File: src/rtl/key_schedule_ctrl.sv
// key_schedule_ctrl: iterative AES-128 key expansion, one round key per clock, using a shared external SubWord unit
module key_schedule_ctrl #(
  parameter int NR = 10
) (
  input  logic            clk,
  input  logic            reset,
  input  logic            start,
  input  logic [0:127]    key,
  output logic [0:31]     sub_in,
  input  logic [0:31]     sub_out,
  output logic            busy,
  output logic            done,
  output logic [0:1407]   keys,
  input  logic [3:0]      rk_sel,
  output logic [0:127]    rk
);
  typedef enum logic [1:0] {IDLE, EXPAND, FIN} state_t;
  localparam logic [3:0] LAST = 4'(NR);
  state_t state, nxt;
  logic [3:0] r, rp;
  logic [7:0] rcon, rcon_nxt;
  logic [10:0] base_prev;
  logic [0:127] p, nk;
  logic [0:31] t, w0, w1, w2, w3;
  // previous round key words and the next round key derived from them
  always_comb begin
    rp = r - 4'd1;
    base_prev = {rp, 7'b0};
    p = (r == 4'd0 || r > LAST) ? '0 : keys[base_prev +: 128];
    t = sub_out ^ {rcon, 24'h0};
    w0 = p[0:31] ^ t;
    w1 = p[32:63] ^ w0;
    w2 = p[64:95] ^ w1;
    w3 = p[96:127] ^ w2;
    nk = {w0, w1, w2, w3};
    rcon_nxt = {rcon[6:0], 1'b0} ^ (rcon[7] ? 8'h1b : 8'h00);
  end
  // next-state decode and status outputs; the S-box input stays quiet outside EXPAND
  always_comb begin
    nxt = state;
    nxt = state == IDLE ? (start ? EXPAND : IDLE) : state == EXPAND ? (r == LAST ? FIN : EXPAND) : IDLE;
    busy = state != IDLE;
    done = state == FIN;
    sub_in = state == EXPAND ? {p[104:127], p[96:103]} : '0;
  end
  // state, round counter, rcon and round-key storage
  always_ff @(posedge clk or posedge reset) begin
    if (reset) begin
      state <= IDLE;
      keys <= '0;
      r <= 4'd0;
      rcon <= 8'h01;
    end else begin
      state <= nxt;
      if (state == IDLE && start) begin
        keys[0:127] <= key;
        r <= 4'd1;
        rcon <= 8'h01;
      end else if (state == EXPAND) begin
        keys[{r, 7'b0} +: 128] <= nk;
        rcon <= rcon_nxt;
        if (r != LAST) r <= r + 4'd1;
      end
    end
  end
  // random-access read port; out-of-range indices read as zero
  always_comb rk = rk_sel > LAST ? '0 : keys[{rk_sel, 7'b0} +: 128];
endmodule

File: config.mk
export PLATFORM = sky130hd
export DESIGN_NAME = key_schedule_ctrl
export DESIGN_NICKNAME = d
export VERILOG_FILES = /design/src/rtl/key_schedule_ctrl.sv
export SDC_FILE = /design/constraint.sdc
export NUM_CORES = 2
export LEC_CHECK = 0
export CAP_MARGIN = 20
export CORE_AREA = 2 2 668 670
export DETAILED_ROUTE_END_ITERATION = 8
export DIE_AREA = 0 0 670 672
export SLEW_MARGIN = 20
export SYNTH_ARGS = -nofsm -noshare
export SYNTH_HDL_FRONTEND = slang
export SYNTH_SLANG_ARGS = --single-unit
export TNS_END_PERCENT = 30
File: constraint.sdc
create_clock -name clk -period 63.6 [get_ports clk]
set_input_delay 9.54 -clock clk [delete_from_list [all_inputs] [get_ports clk]]
set_output_delay 9.54 -clock clk [all_outputs]
set_load 0.05 [all_outputs]
# Word level (Yosys, flattened, before mapping)
# Index checks and enable logic that the tools add are counted.
[op_classes] n_reduce_logical=9 n_shift=4 eq_ne=4 muxes=16 n_addsub=3 n_bitwise=10 n_lt_le_gt_ge=2
[op_table] cell="indexed part select 1408 x 12 -> 1409 bit" n=2
[op_table] cell="variable shift 1409 x 13 -> 1408 bit, first input constant" n=1
[op_table] cell="indexed part select 1409 x 13 -> 1408 bit" n=1
[op_table] cell="bitwise mux 1408 bit" n=1
[op_table] cell="2-to-1 mux 1408 bit" n=1
[op_table] cell="2-to-1 mux 128 bit" n=3
[op_table] cell="XOR 32 bit" n=5
[op_table] cell="inverter 11 -> 12 bit" n=3
[op_table] cell="2-to-1 mux 32 bit" n=1
[op_table] cell="2-to-1 mux 8 bit" n=2
[op_table] cell="negator 12 -> 13 bit" n=1
[op_table] cell="2-to-1 mux 4 bit" n=3
[op_table] cell="> comparator 4 bit, second input constant" n=2
[op_table] cell="XOR 8 x 5 -> 8 bit" n=1
[op_table] cell="2-to-1 mux 2 bit" n=3
[op_table] cell="nonzero test 2 bit" n=3
[op_table] cell="2-to-1 mux 5 bit" n=1
[op_table] cell="adder 4 x 1 -> 4 bit, second input constant" n=1
[op_table] cell="== test 4 bit, second input constant" n=1
[op_table] cell="logical NOT 4 bit" n=1
[op_table] cell="inequality test 4 bit, second input constant" n=1
[op_table] cell="AND reduction 2 bit" n=2
[op_table] cell="subtractor 4 x 1 -> 4 bit, second input constant" n=1
[op_table] cell="== test 2 x 1 -> 1 bit, second input constant" n=1
[op_table] cell="other kinds (6)" n=6
[word_totals] input_bits=167 regBits=1422 out_inout_bits=1570

# Depth between registers and ports, before layout
[logic_depth] depth_word=12 mapped_depth=23 depth_no_buf=10

# Worst setup path before layout
# Ideal clock, no wire load.
[synth_timing] path_kind="input port to output port" startpoint="input rk_sel[0]" endpoint="output rk[10] (netlist bit)" stages=8 slack_ns=41.826 t_arrival_ns=12.234 cell_sequence="clkbuf_1 buf_1 clkbuf_1 buf_1 mux2i_1 nor2_1 a21oi_1 o22ai_1"
[synth_between] elab_chain_len=3 word_cells_on_any_way=4
[synth_rtl] item="from (decl)" line="14" rtl="input logic [3:0] rk_sel,"
[synth_rtl] item="inverter 11 -> 12 bit (implied by the code)" line="67" rtl="always_comb rk = rk_sel > LAST ? '0 : keys[{rk_sel, 7'b0} +: 128];"
[synth_rtl] item="indexed part select 1408 x 12 -> 1409 bit" line="67"
[synth_rtl] item="2-to-1 mux 128 bit *" line="67"
[synth_rtl] item="to (decl)" line="15" rtl="output logic [0:127] rk"
# Mark *: on every way between the ends. The rest lies on a longest branch, timed or not.

# Worst setup path after layout
[layout_timing] startpoint="input rk_sel[1]" endpoint="output rk[31] (netlist bit)"
# Same word-level chain as after synthesis.

==> summary.md <==
| Metric | Value |
|---|---|
| Status | completed |
| P&R area growth vs syn | 39.0% |
| Reg2reg setup slack | 54,700 ps |
| Die width | 670 um |
| Critical Path Source Type | primary input |
| Initial antenna violation count | 98 |
| Post-route DRC | 0 |
| Top-area cell type share of the netlist area | 0.457 |
| H-Tree Depth | 4 |
| Routability cong. | 1.00 |
| Worst R2R Start | r[0]$_DFFE_PP0P_ |
| Yosys cell types | 58 |
| Clk_lat worst skew | 940 ps |
| Initial DRC count | 13.2k |
| RR Endpoint | keys[1380]$_DFFE_PP0P_ |
| Num CTS Buffers | 180 |
| Aggregate global-route resource usage | 0.277 |
| Placed Area | 102,000 sq um |
| Critical path type | primary input to primary output |
| DP Worst Slack | 39,230 ps |
| Core box area | 444,000 sq um |
| Endpoints failing setup | 0 |
| Initial Utilization | 0.176 |
| Worst slew margin | 0.144 |
| Die Area | 450,000 sq um |
| Post-synthesis async set-or-reset flop share | 1.00 |
| Required @ worst endpoint | 54,060 ps |
| Avg Cell Area, Syn | 10.5 sq um |
| Worst Hold Launch | rcon[0]$_DFFE_PP1P_ |
| Remaining antenna violation count | 0 |
| Largest net degree at the start of global routing | 173 |
| Count of pins over their slew limit | 0 |
| CTS tree | yes |
| Clock Path Buffers | 4 |
| Fillers | 47.0k |
| F_max | 40.9 MHz |
| Post-route minimum period | 24,460 ps |
| Post-synth EDFFs | 0 |
| Post-cts resize count | 0 |
| Final HPWL DP | 505,000 um |
| Std-Cell Rows | 245 |
| DRT Wirelength | 650,000 um |
| Total clock sinks | 1,422 |
| Vias in the first global route | 73.0k |
| Layout cells sized above 1 | 0.142 |
| Worst-margin pin slew | 1280 ps |
| Cell taking the most area after synthesis | dfrtp_1 |
| Routed via count | 79.4k |
| Post-synthesis sequential area ratio | 0.457 |
| Setup ws final | 39,140 ps |
| I/O Buffers | 1,736 |
| Cell area after synthesis | 77,900 sq um |
| Hold Vio Cnt, Final | 0 |
| Min-delay worst type | flip-flop to flip-flop |
| Max-Cap Viols | 0 |
| Global-route wire length before repair | 827,000 um |
| Overall die height | 672 um |
| Clock transition at path regs | 60 ps |
| Setup Skew | 110 ps |
| Arr. time, crit path | 14,920 ps |
| Hold EP | rcon[0]$_DFFE_PP1P_ |
| Net count after synthesis | 7,601 |
| Avg WL per Cell | 43.3 um |
| # Post-CTS Setup Buffers | 0 |
| Setup crit end kind | primary output |
| Syn Inst Count | 7,427 |
| R2R cell count | 15 |
| I/O Pins | 1,737 |
| Overflow left after global routing | 0 |
| Fin area | 108,000 sq um |
| Flops & latches, synth | 1,422 |
| Period utilization | 0.385 |
| # nets final | 9,047 |
| CTS Hold Bufs | 0 |
| Utilization after layout | 0.244 |
| Commonest register cell after synthesis | dfrtp_1 |
| Detailed Routing Iterations Pass 1 | 8 |
| Unrepaired setup endpoints after global routing | false |
| CP max FO | 119 |
| Via-per-instance ratio | 5.29 |
| Ys Warns | 0 |
| Synth cell count leaders | 1,473 x nand2_1, 1,421 x dfrtp_1, 1,100 x o21ai_0 |
| Most frequent cell after synthesis | nand2_1 |
| Area contributors post-synth | dfrtp_1 46%, mux4_2 15%, nand2_1 7.1% |
| Root Buffer | clkbuf_16 |
| Hold Path Cell Cnt | 2 |
| Setup TNS | 0 ps |
-- area by class of cell --
class / count / area (sq um) / share of cell area
Multi-Input combinational cell: 5260 / 39700 / 0.366
Sequential cell: 1422 / 35600 / 0.329
Timing Repair Buffer: 2003 / 19400 / 0.180
Tap cell: 5928 / 7420 / 0.0685
Clock buffer: 248 / 5110 / 0.0472
Clock inverter: 67 / 851 / 0.00786
Antenna cell: 78 / 195 / 0.00180
Inverter: 6 / 37.5 / 0.000347
-- cells by family (layout without fill, tap and decap cells) --
group,after synthesis,after routing,share of synthesized area
and+or+nand+nor,2158,2158,0.119
AOI/OAI and AO/OA,1942,1942,0.149
DFF,1422,1422,0.457
muxes,911,911,0.198
buffers and inverters,745,2324,0.0418
xor gates and xnor gates,242,242,0.0337
adders and majority gates,7,7,0.00112
other,0,78,0
-- metrics by stage --
stage          std cells  hold slack [ps]
6_report           15000              518
5_1_grt            15000              528
4_1_cts            14900              521
3_5_place_dp       14600              510
3_3_place_gp       14600              499
2_1_floorplan       7427              489
-- worst max path at each step --
stage	start	endpoint	slack, ps	cells past startpoint
after floorplan	reset	keys[0]$_DFFE_PP0P_	13960	1
after global placement	rk_sel[0]	rk[71]	38980	9
after detailed placement	rk_sel[0]	rk[49]	39230	9
after CTS	rk_sel[0]	rk[49]	39240	9
after global routing	rk_sel[0]	rk[49]	38960	9
final	rk_sel[1]	rk[31]	39140	8
-- critical path, stage by stage --
cell,delay [ps]
buf_8,250
buf_12,460
nor2b_4,300
buf_4,610
buf_12,300
a21oi_1,200
o22ai_1,970
clkdlybuf4s50_1,1090
-- metal layers --
| layer | vias up | track usage | part of all wire |
|---|---|---|---|
| li1 | 30100 | - | - |
| met1 | 40400 | 0.314 | 0.35 |
| met2 | 7244 | 0.399 | 0.41 |
| met3 | 1634 | 0.144 | 0.15 |
| met4 | 36 | 0.197 | 0.088 |
| met5 | - | 0.0124 | 0.0015 |
-- flip-flops by register name, summed over array words and instances (netlist names) --
name,flops
keys,1408
r,4
state,2
rcon,8
-- layout by cell type, fill, tap and decap left out, types with 165 or more instances in the layout --
master              n
clkdlybuf4s50_1  1698
mux4_2            502
o21ai_0          1100
clkbuf_16         181
mux2i_1           384
nor2_1            217
dfrtp_1          1420
o31ai_1           195
buf_4             266
a21oi_1           165
nand2_1          1464
Power is not shown: default switching activity piles up to over one toggle a cycle in this logic, so the estimate is an artifact.
